`src/rtl/ar_rr_sel4.sv`:
```
// Round-robin select generator for a 4:1 channel mux: registered, break-before-make
// sel/enable/gnt with release, dropped-request and hold-time grant termination.
module ar_rr_sel4 #(
  parameter int HOLD_MAX = 15,
  parameter int CW       = 4
) (
  input  logic       clk,
  input  logic       rst,
  input  logic [3:0] req,
  // "release" is a reserved word in SystemVerilog, so the owner-done input is named rel.
  input  logic       rel,
  output logic [1:0] sel,
  output logic       enable,
  output logic [3:0] gnt,
  output logic       timeout
);

  typedef enum logic {IDLE, GRANT} state_t;

  state_t        state;
  logic [1:0]    ptr;
  logic [CW-1:0] cnt;
  logic [1:0]    pick;
  logic          pick_valid;
  logic [1:0]    idx;
  logic          hold_done;

  // Scan from the highest offset down so the lowest offset from ptr wins.
  // NOTE: every always_comb output gets a default first, so no latch is inferred.
  always_comb begin
    pick       = '0;
    pick_valid = 1'b0;
    idx        = '0;
    for (int k = 3; k >= 0; k--) begin
      idx = ptr + 2'(k);
      if (req[idx]) begin
        pick       = idx;
        pick_valid = 1'b1;
      end
    end
  end

  assign hold_done = (cnt == CW'(HOLD_MAX - 1));

  // NOTE: sequential state uses non-blocking assignments only, so every register
  // sees the pre-edge values of the others.
  always_ff @(posedge clk) begin
    if (rst) begin
      state   <= IDLE;
      sel     <= '0;
      enable  <= 1'b0;
      gnt     <= '0;
      timeout <= 1'b0;
      ptr     <= '0;
      cnt     <= '0;
    end else begin
      timeout <= 1'b0;
      case (state)
        IDLE: begin
          if (pick_valid) begin
            sel    <= pick;
            gnt    <= 4'b0001 << pick;
            enable <= 1'b1;
            cnt    <= '0;
            state  <= GRANT;
          end
        end
        GRANT: begin
          if (rel || !req[sel] || hold_done) begin
            // Timeout only when the hold limit is the deciding end condition.
            timeout <= !rel && req[sel] && hold_done;
            enable  <= 1'b0;
            gnt     <= '0;
            ptr     <= sel + 2'd1;
            state   <= IDLE;
          end else begin
            cnt <= cnt + CW'(1);
          end
        end
        default: state <= IDLE;
      endcase
    end
  end

endmodule
```
`config.mk`:
```
export PLATFORM = sky130hd
export DESIGN_NAME = ar_rr_sel4
export DESIGN_NICKNAME = d
export VERILOG_FILES = /design/src/rtl/ar_rr_sel4.sv
export SDC_FILE = /design/constraint.sdc
export NUM_CORES = 1
export LEC_CHECK = 0
export CORE_MARGIN = 2
export CORE_UTILIZATION = 37
export DETAILED_ROUTE_END_ITERATION = 7
export GPL_ROUTABILITY_DRIVEN = 0
export PLACE_DENSITY = 0.62
export SLEW_MARGIN = 20
export SYNTH_ARGS = -nofsm -noshare
export SYNTH_HDL_FRONTEND = slang
export SYNTH_SLANG_ARGS = --single-unit
```
`constraint.sdc`:
```
create_clock -name clk -period 1.6 [get_ports clk]
set_clock_uncertainty 0.1 [all_clocks]
set_input_delay 0.48 -clock clk [delete_from_list [all_inputs] [get_ports clk]]
set_output_delay 0.48 -clock clk [all_outputs]
set_load 0.01 [all_outputs]
```
-- After elaboration in Yosys (flattened, before gate mapping)
Index checks and enable logic that the tools add are counted.
- shift-type cells: 1
- eq/ne operators: 4
- reduce and logical (&&, ||, !) cells: 11
- multiplexer cells: 30
- $lt $le $gt $ge: 5
- bitwise operators: 2
- add/subtract/negate cells: 5
- operators with widths (cell ; count):
    4-bit two-way mux ; 4
    4-bit one-hot mux with 2 select lines ; 2
    2-bit by 3-bit less-than comparator with 1-bit output, second input constant ; 5
    1-bit two-way mux ; 13
    1-bit binary-select mux with 2-bit select ; 5
    2-bit two-way mux ; 4
    2-bit AND reduction ; 4
    2-bit by 1-bit adder with 2-bit output, second input constant ; 2
    2-bit adder, second input constant ; 2
    4-bit by 1-bit adder with 4-bit output, second input constant ; 1
    4-bit == test, second input constant ; 1
    2-bit != test, second input constant ; 2
    1-bit one-hot mux with 2 select lines ; 2
    1-bit by 2-bit left shift with 4-bit output, first input constant ; 1
    3-bit OR reduction ; 1
    1-bit logical AND ; 2
    1-bit zero test ; 2
    1-bit logical OR ; 2
    2-bit by 1-bit != test with 1-bit output, second input constant ; 1
    1-bit inverter ; 2
- output and inout port bits: 8
- flip-flop bits (word level): 15
- bits of input ports: 7
- logic and storage cells: 65

-- Logic depth before layout (Yosys ltp)
Gate-level depths: netlist of the first run.
- depth in word-level cells: 10
- depth in mapped cells: 7
- gate-level depth less buffers: 7

-- Worst setup path before layout of the first run
OpenSTA, ideal clock, no wires.
- kind: input -> register
- from: input rel
- to: register cnt[3]
- cell stages on the path: 5
- slack: -59 ps
- arrival time: 1489 ps
- data required time: 1430 ps
- setup time: 70 ps
- buffers on the path: 0
- cell sequence: or2_1 > o22ai_2 > nand3_2 > or3_1 > a21oi_1
- cells in the longest elaborated chain, start to end: 4
- ends and longest elaborated chain (what ; line ; source):
    from (decl) ; 11 ; input logic rel,
    1-bit logical OR (2 in a row) ; 69 ; if (rel || !req[sel] || hold_done) begin
    2-bit != test (no source line) ; -- ;
    2-bit AND reduction (no source line) ; -- ;
    to (signal assigned) ; 77 ; cnt <= cnt + CW'(1);
    to (decl) ; 22 ; logic [CW-1:0] cnt;
Every way passes these cells.
A chain may end at the register's enable or synchronous reset.

-- Final worst setup path of the first run
- from: input req[2]
- to: register gnt[3]
- cells in the longest elaborated chain, start to end: 9
- elaborated cells between the ends (all ways): 27
- those cells by class: 2 x eq/ne; 1 x shift; 20 x mux; 4 x reduce/logical
- ends and longest elaborated chain (what ; line ; source):
    from (decl) ; 9 ; input logic [3:0] req,
    1-bit binary-select mux with 2-bit select ; 36 ; if (req[idx]) begin
    1-bit two-way mux (not written as such) ; 36 ;
    2-bit two-way mux (4 in a row) ; 36 ;
    1-bit by 2-bit left shift with 4-bit output ; 62 ; gnt <= 4'b0001 << pick;
    4-bit two-way mux ; 60 ; if (pick_valid) begin
    4-bit one-hot mux with 2 select lines ; 58 ; case (state)
    to (signal assigned) ; 62 ;
    to (decl) ; 14 ; output logic [3:0] gnt,
Several ways; a longest one is shown, not always the timed one. The select of a mux whose other input is x is not followed.

==> results of run 1 <==
## per-stage QoR
stage | TNS [ns] | total power [mW] | cells
6_report | -0.000361 | 0.900 | 145
3_3_place_gp | -7.66 | 0.665 | 140
5_1_grt | -0.0469 | 0.955 | 145
3_5_place_dp | -7.70 | 0.668 | 140
4_1_cts | -0.0409 | 0.892 | 145
2_1_floorplan | 0 | 0.560 | 87
## worst min-delay path: stages (launching register included)
cell	delay [ns]
dfxtp_1	0.31
nand2_1	0.05
a21oi_1	0.05
## flip-flops by register name (all words and copies together) (netlist names)
| name | flops |
|---|---|
| gnt | 4 |
| timeout | 1 |
| sel | 2 |
| enable | 1 |
| state | 1 |
| ptr | 2 |
| cnt | 4 |
## path summary, 6_finish.rpt
kind | end | slack (ns) | depth (start not counted)
max reg2reg | gnt[3] | 0.03 | 5
min reg2reg | gnt[0] | 0.35 | 2
max | gnt[3] | -0.0004 | 5
min | gnt[0] | 0.35 | 2
## layout make-up
class | instances | area (sq um) | area share, %
clock buffer | 4 | 26.3 | 2.38
inverter | 5 | 18.8 | 1.70
multi-input combinational | 64 | 489 | 44.3
sequential | 15 | 307 | 27.8
tap | 27 | 33.8 | 3.06
timing repair buffer | 30 | 229 | 20.7
## placed cells by master, fill, tap and decap left out, types with 2 or more instances in the layout
master         instances
a21oi_1                7
a21oi_2                4
buf_2                  4
buf_4                 16
clkbuf_4               3
dfxtp_1               12
dfxtp_2                2
dlygate4sd2_1          9
ha_1                   2
inv_1                  3
inv_2                  2
mux2i_4                2
nand2_1                7
nand2b_4               2
nand3_2                2
nor2_1                 7
nor3_1                 3
o21ai_0                2
or3_1                  2
## repair_timing
item | CTS | global route
setup endpoints to repair | 23 | 9
gates cloned | 0 | 0
buffers inserted | 1 | 0
pin swaps | 3 | 3
hold buffers | 0 | 0
gates resized for setup | 29 | 14
## power by group
group,internal [mW],switching [mW]
combinational,0.135,0.121
sequential,0.400,0.0252
clock,0.0969,0.123
total,0.632,0.269
## cells by family (layout without fill, tap and decap cells)
kind of cell / after synthesis / count (layout)
AND/OR/NAND/NOR: 34 / 34
AO/OA/AOI/OAI: 23 / 23
flip-flops: 15 / 15
buffers and inverters: 8 / 39
multiplexers: 3 / 3
adder cells (fa/ha/maj): 2 / 2
XOR/XNOR: 2 / 2
## per-layer routing
layer  up-vias  GRT usage, %
li1        374             -
met1       337          21.7
met2        11          24.1
met3         3          3.33
met4         0          5.56
met5         -             0
==> impl_metrics.json, run 1 <==
{
  "numCtsBuffers": 3,
  "cp_num_buf_inv": 1,
  "vias": 725,
  "place_ws_ns": -0.637,
  "min_period_ns": 1.60,
  "post_drt_wl_per_cell_um": 12.1,
  "synth_top_family_by_area": "simple AND/OR/NAND/NOR gates",
  "synth_nets": 96,
  "wirelength_um": 1760,
  "criticalPathCategory": "input pin to register",
  "syn_to_final_growth_pct": 44.1,
  "relSlewSlack_pct": 82.4,
  "worst_pin_slew_ns": 0.262,
  "fin_util_pct": 56.3,
  "die_y_um": 49.5,
  "drt.antenna.violating_nets": 0,
  "hold_path_class": "register to register",
  "timing.fmax_ghz": 0.625,
  "drc_errors": 0,
  "crit_fanout": 5,
  "required_ns": 1.72,
  "finalHoldWorstSlack_ns": 0.351,
  "status": "finished, violations left",
  "place_area_sq_mm": 0.00103,
  "critical_path.top_delay_family": "compound AO/OA/AOI/OAI gates",
  "nets": 128,
  "p_per_area_mw_per_mm2": 816,
  "ys_warn_count": 0,
  "startpoint": "req[2]",
  "synth.top_cell.area_share_pct": 39.2,
  "portBuffers": 14,
  "post-route-period-util_pct": 100,
  "hp-start": "gnt[0]",
  "viasPerCell": 5.00,
  "muxShareOfSynthArea_pct": 4.08,
  "ir_drop_v": 0.000459,
  "tritoncts": "built",
  "synth_adder_area_share_pct": 3.27,
  "critical-path-slowest-cell": "or3b_1",
  "hold_viol_final": 0,
  "clock_latency_ns": 0.29,
  "drt_iter0_markers": 1,
  "setup_viol": 1,
  "grt_max_degree": 9,
  "synth_cell_types": 39,
  "io_pins": 15,
  "chipWidth_um": 49.5,
  "synth-async-reset-ratio_pct": 0,
  "synth-compound-area-share_pct": 20.4,
  "cp-start-kind": "input pin",
  "synth_top_cell_by_area": "dfxtp_1",
  "dr_wl_met3_um": 55,
  "reg2reg_from": "ptr[0]",
  "leakage_nw": 0.461,
  "drive_above_1_share_pct": 38.1,
  "synthTopCellsByArea": "dfxtp_1 (39%), a21oi_1 (5.9%), nand2_1 (3.4%), nor2_1 (3.4%), ha_1 (3.3%)",
  "synth-xor-area-share_pct": 2.29,
  "finalInstanceArea_sq_mm": 0.00110,
  "yosys.area_share.simple_pct": 23.7,
  "ctsHtreeMaxLevel": 1,
  "initial_core_util_pct": 39.0,
  "top_layer": "met4",
  "drt-met1-wl_um": 863,
  "track_usage_pct": 15.7,
  "wl_met2_um": 816,
  "seq_area_frac_synth_pct": 39.2,
  "grt-ovfl-total": 0,
  "slowest_delay_ns": 0.37,
  "firstDrtPassIters": 3,
  "endpoint_kind": "register",
  "path_cells": "buf_2 -> a22o_1 -> a211o_1 -> or3b_1 -> a21oi_1",
  "dieArea_sq_mm": 0.00245,
  "cts.sinks": 15,
  "setup_slack_ns": -0.000361,
  "yosysMostFrequentCell": "dfxtp_1",
  "synthTopCellsByCount": "dfxtp_1 (15), a21oi_1 (9), nand2_1 (7), nor2_1 (7), inv_1 (4)",
  "rsz0062_at_grt": "true",
  "avgSynthCellArea_sq_um": 8.80,
  "dp_hpwl_um": 1320,
  "fillers": 207,
  "violations": "setup timing",
  "grt_pass1_wl_um": 2990,
  "grt_pass1_vias": 683,
  "clockBufferDepth": 2,
  "ys_seq_elements": 15,
  "drv_slew": 0,
  "clk_transition_reported_paths_ns": 0.08,
  "antenna_found_initial": 0,
  "ys.flop_type": "dfxtp_1",
  "rows": 16,
  "synth_edf_count": 0,
  "cts-root-buf": "clkbuf_4",
  "synthCells": 87,
  "core_sq_mm": 0.00196,
  "syn_area_sq_um": 766,
  "crit_arrival_ns": 1.72,
  "drv_cap": 0,
  "num_antenna_cells": 0
}
(Power assumes the default switching activity.)
==> run 2, diff against run 1 <==
Settings changed: CELL_PAD_IN_SITES_DETAIL_PLACEMENT set to 0, CELL_PAD_IN_SITES_GLOBAL_PLACEMENT set to 1, CORE_ASPECT_RATIO set to 1.5, CORE_UTILIZATION 37 to 33, PLACE_DENSITY 0.62 to 0.71.
==> run 2 against run 1 <==
Against the previous run: the flow now finishes without violations; largest power group unchanged; non-clock buffer count did not move; fmax rose by 0.96%; total power rose by 1.5%; critical endpoint is now cnt[3]; clock power fell by 3%; highest routed layer unchanged.
==> impl_metrics.json, run 2 (synthesis results as in run 1) <==
{
  "drive_above_1_share_pct": 42.4,
  "syn_to_final_growth_pct": 49.7,
  "r2r_end": "cnt[3]",
  "crit_fanout": 6,
  "clk_transition_reported_paths_ns": 0.08,
  "viasPerCell": 5.23,
  "cts.sinks": 15,
  "rows": 21,
  "required_ns": 1.71,
  "grt_max_degree": 9,
  "criticalPathCategory": "register to register",
  "initial_core_util_pct": 34.7,
  "nets": 128,
  "grt-ovfl-total": 0,
  "rsz0062_at_grt": "true",
  "reg2reg_from": "sel[0]",
  "worst_r2r_path_depth": 5,
  "ctsHtreeMaxLevel": 1,
  "reg_top3": "cnt (4), gnt (4)",
  "drv_cap": 0,
  "top_layer": "met4",
  "tritoncts": "built",
  "timing.fmax_ghz": 0.631,
  "endpoint_kind": "register",
  "cp-start-kind": "register",
  "ir_drop_v": 0.000437,
  "hold_viol_final": 0,
  "cts.hold.buffers_added": 0,
  "finalInstanceArea_sq_mm": 0.00115,
  "hold_path_depth": 2,
  "dp_hpwl_um": 1440,
  "wl_met2_um": 1070,
  "chipWidth_um": 43.3,
  "crit_arrival_ns": 1.70,
  "wirelength_um": 1850,
  "seqCellArea_sq_um": 307,
  "multi_input_area_sq_um": 528,
  "hold_end": "gnt[3]",
  "leakage_nw": 0.469,
  "relSlewSlack_pct": 81.9,
  "status": "finished clean",
  "post_drt_wl_per_cell_um": 13.1,
  "hold_path_class": "register to register",
  "rrSetupSlack_ns": 0.01,
  "hp-start": "gnt[3]",
  "final_common_cell": "buf_4",
  "cp_num_buf_inv": 0,
  "clockBufferDepth": 2,
  "slowest_delay_ns": 0.40,
  "drt-met1-wl_um": 720,
  "critical-path-slowest-cell": "dfxtp_4",
  "die_y_um": 63.0,
  "drv_slew": 0,
  "post-route-period-util_pct": 99.1,
  "setup_viol": 0,
  "antenna_found_initial": 0,
  "drc_errors": 0,
  "p_per_area_mw_per_mm2": 798,
  "final_cell_mix": "buf_4 (14), dfxtp_1 (12), dlygate4sd2_1 (8), nand2_1 (7), a21oi_1 (7)",
  "power_mw": 0.914,
  "dr_wl_met3_um": 37,
  "dieArea_sq_mm": 0.00273,
  "firstDrtPassIters": 4,
  "grt_pass1_wl_um": 3100,
  "min_period_ns": 1.59,
  "drt_iter0_markers": 21,
  "place_area_sq_mm": 0.00103,
  "fillers": 219,
  "cts-root-buf": "clkbuf_4",
  "path_cells": "mux2i_4 -> o22ai_4 -> nand3_2 -> or3_4 -> a21oi_2",
  "grt_pass1_vias": 734,
  "critical_path.top_delay_family": "simple AND/OR/NAND/NOR gates",
  "io_pins": 15,
  "setup_tns_ns": 0,
  "track_usage_pct": 14.7,
  "core_sq_mm": 0.00221,
  "numCtsBuffers": 3,
  "clock_latency_ns": 0.28,
  "worst_pin_slew_ns": 0.270,
  "portBuffers": 14,
  "vias": 738,
  "num_antenna_cells": 0,
  "drt.antenna.violating_nets": 0
}
[run 2: changes by cell type in the layout (fill, tap and decap cells not counted), moves of 2 or more]
cell,change
buf_6,+2
nor2_1,-2
nor2_2,+2
buf_4,-2
[run 2: tightest hold or removal path, stage by stage (launching register included)]
cell and delay (ns):
dfxtp_1 0.32, nand2_1 0.05, a21oi_1 0.05
[run 2: routing by layer]
metal	vias to the layer above	track usage (%)
li1	375	-
met2	6	26.7
met1	355	16.0
met4	0	7.20
met3	2	1.73
met5	-	0
[run 2: stage by stage]
stage | util [%] | cells | hold WS [ns] | setup slack (ns)
2_1_floorplan | - | 87 | 0.381 | 0.00802
3_3_place_gp | 46.6 | 137 | 0.347 | -0.591
3_5_place_dp | 46.6 | 137 | 0.348 | -0.626
4_1_cts | 49.8 | 142 | 0.359 | -0.0280
5_1_grt | 51.9 | 141 | 0.380 | -0.0794
6_report | 51.9 | 141 | 0.360 | 0.0148
[run 2: repair_timing]
item,4_1_cts,5_1_grt
gates resized for setup,30,23
setup endpoints to repair,23,12
pin swaps,5,8
buffers inserted,1,0
[run 2: cell type report]
cell class / count / area share, %
Clock buffer: 4 / 2.29
Tap cell: 23 / 2.51
Multi-Input combinational cell: 64 / 46.1
Sequential cell: 15 / 26.7
Inverter: 5 / 1.64
Timing Repair Buffer: 30 / 20.7
[run 2: worst max path at each step]
stage | startpoint | slack (ns) | to | cells past startpoint
after floorplan | req[2] | 0.008 | gnt[3] | 4
after global placement | req[3] | -0.59 | gnt[0] | 7
after detailed placement | req[1] | -0.63 | gnt[1] | 6
after CTS | sel[0] | -0.03 | ptr[0] | 5
after global routing | sel[0] | -0.08 | ptr[1] | 6
final | sel[0] | 0.01 | cnt[3] | 5
[run 2: where the power goes]
group	internal [mW]	total, mW	switching (mW)
logic	0.146	0.273	0.127
registers	0.400	0.428	0.0280
clock network	0.0965	0.214	0.117
